--- config.mk ---
export PLATFORM = sky130hd
export DESIGN_NAME = fp_adder_arbiter
export DESIGN_NICKNAME = d
export VERILOG_FILES = /design/src/rtl/fp_adder_arbiter.sv
export SDC_FILE = /design/constraint.sdc
export NUM_CORES = 1
export LEC_CHECK = 0
export CAP_MARGIN = 5
export CORE_AREA = 5 5 154 156
export DETAILED_ROUTE_END_ITERATION = 10
export DIE_AREA = 0 0 159 161
export GPL_TIMING_DRIVEN = 0
export HOLD_SLACK_MARGIN = 0.06
export PLACE_DENSITY_LB_ADDON = 0.12
export SETUP_SLACK_MARGIN = 0.4
export SYNTH_ARGS = -nofsm -noshare
export SYNTH_HDL_FRONTEND = slang
export SYNTH_SLANG_ARGS = --single-unit
--- constraint.sdc ---
create_clock -name Clock -period 2.6 [get_ports Clock]
set_input_delay 0.52 -clock Clock [delete_from_list [all_inputs] [get_ports Clock]]
set_output_delay 0.52 -clock Clock [all_outputs]
set_load 0.05 [all_outputs]
--- src/rtl/fp_adder_arbiter.sv ---
// Round-robin arbiter that shares one non-pipelined FloatAdder between NUM_REQ requesters.
// Optional build macro FPADD_ARB_ZERO_BYPASS_EN answers additions with a zero operand without using the adder.
module fp_adder_arbiter #(
  parameter int NUM_REQ  = 4,
  parameter int WAIT_MAX = 255
) (
  input  logic                   Clock,
  input  logic                   Reset,
  input  logic [NUM_REQ-1:0]     ReqValid,
  input  logic [NUM_REQ*32-1:0]  ReqOp1,
  input  logic [NUM_REQ*32-1:0]  ReqOp2,
  output logic [NUM_REQ-1:0]     ReqReady,
  output logic [NUM_REQ-1:0]     RspValid,
  output logic [31:0]            RspResult,
  output logic                   RspError,
  output logic                   Busy,
  output logic [31:0]            AdderOp1,
  output logic [31:0]            AdderOp2,
  output logic                   AdderInputValid,
  input  logic [31:0]            AdderResult,
  input  logic                   AdderResultValid
);
  localparam int IDX_W = (NUM_REQ > 1) ? $clog2(NUM_REQ) : 1;
  localparam logic [7:0] WAIT_LIM = 8'(WAIT_MAX);

  typedef enum logic [1:0] {S_IDLE, S_ISSUE, S_WAIT, S_RESP} state_t;

  state_t           r_State, w_NextState;
  logic [IDX_W-1:0] r_LastGrant, r_Owner, w_GrantIdx, w_Idx;
  logic             w_GrantFound, w_Hs, w_Bypass;
  logic [7:0]       r_WaitCnt;
  logic [31:0]      r_AdderOp1, r_AdderOp2, r_Result, w_SelOp1, w_SelOp2, w_BypassRes;
  logic             r_Error;

  // Scan downward so the candidate nearest LastGrant+1 wins.
  always_comb begin
    w_GrantFound = 1'b0;
    w_GrantIdx   = '0;
    w_Idx        = '0;
    for (int k = NUM_REQ - 1; k >= 0; k--) begin
      w_Idx = IDX_W'((int'(r_LastGrant) + 1 + k) % NUM_REQ);
      if (ReqValid[w_Idx]) begin
        w_GrantFound = 1'b1;
        w_GrantIdx   = w_Idx;
      end
    end
  end

  assign w_Hs     = (r_State == S_IDLE) && w_GrantFound;
  assign w_SelOp1 = ReqOp1[int'(w_GrantIdx)*32 +: 32];
  assign w_SelOp2 = ReqOp2[int'(w_GrantIdx)*32 +: 32];

`ifdef FPADD_ARB_ZERO_BYPASS_EN
  logic w_Op1Zero, w_Op2Zero;
  assign w_Op1Zero = (w_SelOp1[30:0] == 31'd0);
  assign w_Op2Zero = (w_SelOp2[30:0] == 31'd0);
  assign w_Bypass  = w_Op1Zero || w_Op2Zero;
  always_comb begin
    w_BypassRes = w_SelOp1;
    if (w_Op1Zero && w_Op2Zero) w_BypassRes = {w_SelOp1[31] & w_SelOp2[31], 31'd0};
    else if (w_Op1Zero)         w_BypassRes = w_SelOp2;
  end
`else
  assign w_Bypass    = 1'b0;
  assign w_BypassRes = 32'd0;
`endif

  always_comb begin
    w_NextState = r_State;
    case (r_State)
      S_IDLE:  if (w_Hs) w_NextState = w_Bypass ? S_RESP : S_ISSUE;
      S_ISSUE: w_NextState = S_WAIT;
      S_WAIT:  if (AdderResultValid || (r_WaitCnt == WAIT_LIM)) w_NextState = S_RESP;
      S_RESP:  w_NextState = S_IDLE;
      default: w_NextState = S_IDLE;
    endcase
  end

  always_ff @(posedge Clock) begin
    if (Reset) begin
      r_State     <= S_IDLE;
      r_LastGrant <= IDX_W'(NUM_REQ - 1);
      r_Owner     <= '0;
      r_WaitCnt   <= '0;
      r_AdderOp1  <= '0;
      r_AdderOp2  <= '0;
      r_Result    <= '0;
      r_Error     <= 1'b0;
    end else begin
      r_State <= w_NextState;
      case (r_State)
        S_IDLE: if (w_Hs) begin
          r_AdderOp1  <= w_SelOp1;
          r_AdderOp2  <= w_SelOp2;
          r_Owner     <= w_GrantIdx;
          r_LastGrant <= w_GrantIdx;
          if (w_Bypass) begin
            r_Result <= w_BypassRes;
            r_Error  <= 1'b0;
          end
        end
        S_ISSUE: r_WaitCnt <= '0;
        S_WAIT: begin
          if (AdderResultValid) begin
            r_Result <= AdderResult;
            r_Error  <= 1'b0;
          end else if (r_WaitCnt == WAIT_LIM) begin
            r_Result <= '0;
            r_Error  <= 1'b1;
          end else begin
            r_WaitCnt <= r_WaitCnt + 8'd1;
          end
        end
        default: ;
      endcase
    end
  end

  always_comb begin
    ReqReady = '0;
    RspValid = '0;
    if (w_Hs) ReqReady[w_GrantIdx] = 1'b1;
    if (r_State == S_RESP) RspValid[r_Owner] = 1'b1;
  end

  assign RspResult       = r_Result;
  assign RspError        = r_Error;
  assign Busy            = (r_State != S_IDLE);
  assign AdderOp1        = r_AdderOp1;
  assign AdderOp2        = r_AdderOp2;
  assign AdderInputValid = (r_State == S_ISSUE);

endmodule

# Yosys cells after proc, flatten, opt, wreduce, memory -nomap -nowiden
# Index checks and enable logic that the tools add are counted.
# totals
elab_cells	75
output_inout_bits	107
ff_bits	111
in_bits	295
# classes
n_shift	2
eq_ne	8
n_addsub	5
reduce_logical	12
magnitude_cmp	8
n_mux	32
# op_table
op	n
indexed part select 128 x 8 -> 32 bit	2
two-way mux 32 bit	2
less-than comparator 2 x 3 -> 1 bit, second input constant	6
two-way mux 8 bit	2
one-hot mux 8 bit (2 select lines)	1
two-way mux 1 bit	12
two-way mux 2 bit	6
adder 8 x 1 -> 8 bit, second input constant	1
binary-select mux 1 bit (select 2 bit)	4
== test 8 bit, second input constant	1
two-way mux 4 bit	2
inequality test 2 bit, second input constant	4
one-hot mux 2 bit (4 select lines)	1
AND reduction 2 bit	3
nonzero test 2 bit	3
adder 2 x 1 -> 2 bit, second input constant	2
adder 2 bit, second input constant	2
demux 1 bit (select 2 bit)	2
== test 2 bit, second input constant	2
greater-or-equal comparator 2 x 1 -> 1 bit, second input constant	2
logical AND 1 bit	3
AND reduction 3 bit	1
== test 2 x 1 -> 1 bit, second input constant	1
logical NOT 2 bit	1
logical OR 1 bit	1

# Depth between registers and ports, before layout
# Gate-level depths: netlist of run 1.
# depth
ltp_word	13
mapped_depth	8
ltp_nobuf	7

# Worst setup path before layout of run 1
# No wires, ideal clock.
# synth_timing
path_type	reg2out
from	register r_State[0]
to	output ReqReady[2]
required_ns	2.080
path_buffers	0
stages_incl_launch_ff	7
path_slack_ns	0.065
t_arrival_ns	2.015
cell_sequence	dfxtp_1 > inv_1 > ha_1 > inv_1 > nor2_1 > nand2_1 > nor2_1
# synth_between
elab_chain_cells	3
# synth_rtl
item	line_no	source
start, declared	28	state_t r_State, w_NextState;
start signal, assigned	90	r_State <= w_NextState;
logical NOT 2 bit	49	assign w_Hs = (r_State == S_IDLE) && w_GrantFound;
logical AND 1 bit	49	
two-way mux 4 bit	122	if (w_Hs) ReqReady[w_GrantIdx] = 1'b1;
end, declared	12	output logic [NUM_REQ-1:0] ReqReady,
# No other way between the ends.

# Worst setup path after layout of run 1
# layout_timing
from	input ReqValid[0]
to	output ReqReady[3]
# layout_between
elab_chain_cells	11
word_cells_on_any_way	23
cone_classes	2 x order compare; 19 x mux; 2 x reduce/logical
# layout_rtl
item	line_no	source
start, declared	9	input logic [NUM_REQ-1:0] ReqValid,
binary-select mux 1 bit (select 2 bit)	42	if (ReqValid[w_Idx]) begin
two-way mux 1 bit (implied by the code)	42	
two-way mux 2 bit (4 in series)	42	
less-than comparator 2 x 3 -> 1 bit (implied by the code) or greater-or-equal comparator 2 x 1 -> 1 bit (tied branches)	122	
logical AND 1 bit (implied by the code)	122	
two-way mux 1 bit (implied by the code)	122	
demux 1 bit (select 2 bit)	122	
two-way mux 4 bit (*)	122	
# Mark *: on every way between the ends. The rest lies on a longest branch, timed or not. The select of a mux whose other input is x is not followed.

==> results.toml, run 1 <==
[pwr]
power_frac_clock = 0.138
p_int_uw = 5860
switchingPower_uw = 5210
peakVddDrop_v = 0.000669
p_leak_uw = 0.00431
power_uw = 11100
power_density_nw_per_um2 = 1010
p_sw_frac = 0.471
p_seq_frac = 0.236
power_frac_comb = 0.627

[yosys]
synth.distinct_cells = 45
syn_area_per_cell_um2 = 10.7
syn_area_um2 = 6120
synthArstFlopShare = 0
yosys_warnings = 0
ys_ff_latch = 111
synth_nets = 871
synth_flop_cell = "dfxtp_1"
syn_inst = 571
yosysSeqAreaShare = 0.363
synth_edf_count = 0

[clock_network]
clk_pin_slew_worst_paths_ps = 80
cts.sinks = 111
cts-buffers-inserted = 9
cts_max_path_buffers = 2
clockRootBuffer = "clkbuf_16"
cts_tree = "done"
postCtsHoldBufs = 0
htreeDepth = 3
clk_latency_ps = 360

[setup_path]
r2r_slack_ps = 500
reg2reg_from = "r_LastGrant[0]$_SDFFE_PP1P_"
critPathLaunchType = "input pin"
end_kind = "primary output"
arrival_ps = 1670
crit_type = "input pin to primary output"
path_max_fanout = 4
critPathRequiredTime_ps = 2080
crit_start = "ReqValid[0]"

[sta]
fmax_mhz = 456
clock_skew_ps = 11.8
hold_viol = 0
setup_tns_ps = 0
fin_crit_sh = 0.844
layout_setup_ws_ps = 406
worst_pin_slew_ps = 633
max_slew_margin = 0.577
finalSetupViolCount = 0
slew_viol_final = 0
grt_setup_unrepaired = "true"
min_period_ps = 2190

[routing]
wl_per_cell_um = 20.3
drc = 0
routed_wl_um = 26000
avgViaCountPerCell = 4.70
final_antenna_net_count = 0
vias = 6024
drt-initial-drc-count = 251
drt_first_pass_iters = 4

[place]
post-place-ws_ps = -759
hpwl_um = 20900
place_area_um2 = 10500
port_buffers = 400
place.gp.congestion = 0.765

[grt]
grt_pass1_wl_um = 38400
grt_pass1_vias = 6178
grt_start_max_net_pins = 22
antenna_found_initial = 5
overflow = 0
grt_util_all_layers = 0.193

[cells_and_area]
multi_input_area_um2 = 3540
fin_area_um2 = 11000
fill_cells = 2087
seqCellArea_um2 = 2230
fin_nets = 1286
drive_above_1_share = 0.161
area_growth_pct = 79.4

[run]
drv_cap = 0

[die]
start_util = 0.276
fp.dieH_um = 161
coreArea_um2 = 22200
io_pins = 402
rows = 55
die_x_um = 159
dieArea_um2 = 25600

[min_path]
worstHoldStart = "AdderOp2[12]$_SDFFE_PP0P_"
hold_class = "register to register"

[run_status]
status = "finished, final reports clean"
==> worst paths after layout <==
kind | to | cells past startpoint
worst max-delay path | ReqReady[3] | 6
worst min-delay path | AdderOp2[12]$_SDFFE_PP0P_ | 2
worst max register to register | AdderOp2[30]$_SDFFE_PP0P_ | 8
worst min register to register | AdderOp2[12]$_SDFFE_PP0P_ | 2
==> area by class of cell <==
| cell class | instances | area share |
|---|---|---|
| clock inverter | 7 | 0.00877 |
| multi-input combinational | 407 | 0.323 |
| antenna | 5 | 0.00114 |
| timing repair buffer | 404 | 0.367 |
| sequential | 111 | 0.203 |
| buffer | 47 | 0.0427 |
| tap | 285 | 0.0324 |
| inverter | 6 | 0.00205 |
| clock buffer | 9 | 0.0205 |
==> metal layers <==
metal | vias up | share of wire | wire length [µm] | global-route usage
li1 | 2978 | - | - | -
met5 | - | 0.0010 | 27 | 0
met4 | 4 | 0.011 | 275 | 0.0500
met1 | 2802 | 0.40 | 10500 | 0.228
met2 | 218 | 0.51 | 13300 | 0.339
met3 | 22 | 0.075 | 1940 | 0.0605
==> layout by cell type, fill, tap and decap left out, types with 4 or more instances in the layout <==
cell type and instances:
clkdlybuf4s50_1 386, mux2i_1 129, dfxtp_1 108, nand2_1 71, o221ai_2 61, nor2_1 45, a22oi_1 33, buf_2 18
buf_12 11, clkbuf_1 10, buf_6 9, clkbuf_16 9, a21oi_1 6, xnor2_1 6, buf_4 6, clkdlybuf4s15_2 6
diode_2 5, nor2_4 5, inv_1 4, nand2b_4 4, ha_1 4
==> Yosys cell counts, types with 2 or more instances <==
library cell  number  area [µm²]
nand2_1           72         270
buf_6              6        67.6
o221ai_2          61         916
o21ai_0            2        10.0
nand2b_1           5        31.3
buf_12            11         220
nand3_1            2        10.0
a211oi_1           2        15.0
clkbuf_1          10        37.5
nand4_1            2        12.5
ha_1               5        62.6
nor2_1            51         191
xnor2_1            6        52.6
nor3_1             2        10.0
dfxtp_1          111        2220
o221ai_1           3        26.3
buf_2             16        80.1
mux2i_1          130        1300
and3_1             3        18.8
a22oi_1           33         248
bufbuf_8           3        56.3
a21oi_1            7        35.0
inv_1              6        22.5
==> repair_timing <==
action                                  4_1_cts  5_1_grt
gates cloned                                  0        0
setup buffers                                 4        0
resized for setup                            76        8
pin swaps                                     6        4
endpoints found under the setup margin       71        9
==> flip-flops by register name, indices dropped and copies added (netlist names) <==
signal,count
AdderOp1,32
AdderOp2,32
RspError,1
RspResult,32
r_LastGrant,2
r_Owner,2
r_State,2
r_WaitCnt,8
==> metrics by stage <==
stage | utilization | instances | hold WS [ps]
after detailed placement | 0.473 | 1256 | 448
after global routing | 0.494 | 1279 | 485
after global placement | 0.473 | 1256 | 444
after CTS | 0.492 | 1276 | 470
final | 0.494 | 1281 | 468
after floorplan | - | 571 | 475
==> cell families after synthesis <==
group / after synthesis / share of synthesized area
AO/OA/AOI/OAI: 120 / 0.225
multiplexers: 130 / 0.212
buffers and inverters: 53 / 0.0803
flip-flops: 111 / 0.363
XOR/XNOR: 6 / 0.00858
adder cells (fa/ha/maj): 5 / 0.0102
AND/OR/NAND/NOR: 146 / 0.101
==> power by group through the flow <==
stage / Clock [µW] / Combinational [µW] / Sequential [µW]
after floorplan: 0 / 2700 / 4460
after global placement: 0 / 6870 / 2610
after detailed placement: 0 / 6870 / 2630
after CTS: 1590 / 6970 / 2610
after global routing: 1650 / 7280 / 2680
final: 1520 / 6940 / 2610
==> worst max-delay path, cell delays in order <==
cell	delay, ps
clkdlybuf4s15_2	270
o21a_1	210
a21oi_2	270
nand2_4	120
nor2_4	130
buf_8	150
No activity file was read; power rests on OpenSTA's default activity.
==> run 2, diff against run 1 <==
Settings changed: CORE_AREA 5 5 154 156 to 5 5 151 153, DIE_AREA 0 0 159 161 to 0 0 156 158.
Clock period 2.6 ns to 2.2 ns, I/O delays scaled along.
==> results.toml, run 2 (synthesized netlist as in run 1, its figures left out) <==
[setup_path]
r2r_slack_ps = 110
reg2reg_from = "r_LastGrant[0]$_SDFFE_PP1P_"
r2r-end = "AdderOp1[14]$_SDFFE_PP0P_"
critPathTopFamily = "buffers and inverters"
slowest_delay_ps = 230
crit_end = "ReqReady[3]"
arrival_ps = 1690
slowest_stage = "clkdlybuf4s15_2"
crit_start = "ReqValid[2]"
end_kind = "primary output"
critPathRequiredTime_ps = 1760
crit_type = "input pin to primary output"
path_cells = "clkdlybuf4s15_2 > nand2b_4 > a21oi_4 > a211oi_4 > buf_6 > buf_12 > buf_12 > nor2_4 > buf_6"
ff2ff_path_depth = 10
worst-path-buf-inv = 5
crit_cells = 9
critPathLaunchType = "input pin"
path_max_fanout = 4

[cells_and_area]
final_common_cell = "clkdlybuf4s50_1"
drive_above_1_share = 0.263
fin_area_um2 = 12100
area_growth_pct = 98.0
diodes = 0
fin_nets = 1314
fill_cells = 1889
final_cell_mix = "289 x clkdlybuf4s50_1, 105 x dfxtp_1, 98 x dlygate4sd2_1"

[grt]
grt_pass1_vias = 6232
grt_start_max_net_pins = 23
grt_util_all_layers = 0.207
grt_pass1_wl_um = 38900
overflow = 0
antenna_found_initial = 0

[die]
io_pins = 402
start_util = 0.286
coreArea_um2 = 21400
die_x_um = 156
rows = 54
fp.dieH_um = 158
dieArea_um2 = 24600

[place]
place.gp.congestion = 0.793
place_area_um2 = 10600
port_buffers = 400
hpwl_um = 21100

[sta]
fin_crit_sh = 0.970
holdWs_ps = 463
clock_skew_ps = 14.2
hold_viol = 0
finalSetupViolCount = 0
grt_setup_unrepaired = "true"
min_period_ps = 2130
fmax_mhz = 469
max_slew_margin = 0.606
worst_pin_slew_ps = 593
slew_viol_final = 0

[clock_network]
clockRootBuffer = "clkbuf_16"
clk_latency_ps = 360
cts_max_path_buffers = 2
cts-buffers-inserted = 9
cts.sinks = 111
postCtsHoldBufs = 0
clk_pin_slew_worst_paths_ps = 90
htreeDepth = 3
cts_tree = "done"

[routing]
drt-initial-drc-count = 246
avgViaCountPerCell = 4.77
vias = 6202
routed_wl_um = 27200
drt_first_pass_iters = 4
drc = 0
final_antenna_net_count = 0
wl_per_cell_um = 20.9

[pwr]
power_uw = 14300
power_density_nw_per_um2 = 1180
p_leak_uw = 0.00491
peakVddDrop_v = 0.000659

[run_status]
status = "finished, final reports clean"

[min_path]
hold_class = "register to register"

[run]
drv_cap = 0
[run 2: cell types whose count changed in the layout (fill, tap and decap cells not counted), moves of 6 or more]
cell,delta
dlygate4sd2_1,+97
mux2i_2,+19
clkdlybuf4s50_1,-97
buf_4,+9
buf_16,+6
mux2i_1,-68
buf_12,+7
mux2i_4,+49
[run 2: how the worst min path moves through the flow]
stage / from / end / slack, ps / cells past startpoint
CTS: AdderOp1[29]$_SDFFE_PP0P_ / AdderOp1[29]$_SDFFE_PP0P_ / 470 / 2
global placement: AdderOp1[4]$_SDFFE_PP0P_ / AdderOp1[4]$_SDFFE_PP0P_ / 440 / 2
floorplan: r_LastGrant[0]$_SDFFE_PP1P_ / r_LastGrant[0]$_SDFFE_PP1P_ / 480 / 2
finish: AdderOp1[24]$_SDFFE_PP0P_ / AdderOp1[24]$_SDFFE_PP0P_ / 460 / 2
detailed placement: AdderOp1[27]$_SDFFE_PP0P_ / AdderOp1[27]$_SDFFE_PP0P_ / 450 / 2
global route: AdderOp1[25]$_SDFFE_PP0P_ / AdderOp1[25]$_SDFFE_PP0P_ / 480 / 2
[run 2: report_power, final]
| group | internal [µW] | total, µW | switching [µW] |
|---|---|---|---|
| logic | 4140 | 9520 | 5370 |
| clock network | 820 | 1730 | 913 |
| registers | 2700 | 3080 | 374 |
| total | 7670 | 14300 | 6660 |
[run 2: area by class of cell]
| type | count | area (µm²) | area share |
|---|---|---|---|
| Inverter | 6 | 31.3 | 0.00258 |
| Buffer | 47 | 478 | 0.0394 |
| Multi-Input combinational cell | 407 | 4260 | 0.351 |
| Sequential cell | 111 | 2230 | 0.184 |
| Tap cell | 280 | 350 | 0.0289 |
| Clock buffer | 9 | 225 | 0.0186 |
| Timing Repair Buffer | 432 | 4460 | 0.368 |
| Clock inverter | 7 | 86.3 | 0.00712 |
[run 2: timing repair]
item | CTS | global route
pin swaps | 6 | 3
setup buffers | 13 | 9
gates resized for setup | 259 | 91
endpoints found under the setup margin | 203 | 105
cloned | 9 | 1
[run 2: stage by stage]
stage | setup TNS [ps] | setup WS, ps | util | std cells
after global routing | -2.51 | -2.51 | 0.566 | 1299
after floorplan | 0 | 257 | - | 571
after global placement | -32450 | -1030 | 0.493 | 1251
after detailed placement | -33230 | -1070 | 0.493 | 1251
after CTS | 0 | 23.3 | 0.543 | 1289
final | 0 | 66.0 | 0.566 | 1299
[run 2: metal layers]
metal / track usage / part of all wire / vias to the layer above / wire (µm)
met5: 0 / 0 / - / 0
met4: 0.0329 / 0.0094 / 0 / 255
met3: 0.0694 / 0.083 / 16 / 2260
met2: 0.378 / 0.53 / 220 / 14400
met1: 0.238 / 0.38 / 2932 / 10300
li1: - / - / 3034 / -
[run 2: worst min-delay path: stages (launching register included)]
cell,delay (ps)
dfxtp_1,330
nand2_1,60
o221ai_2,50
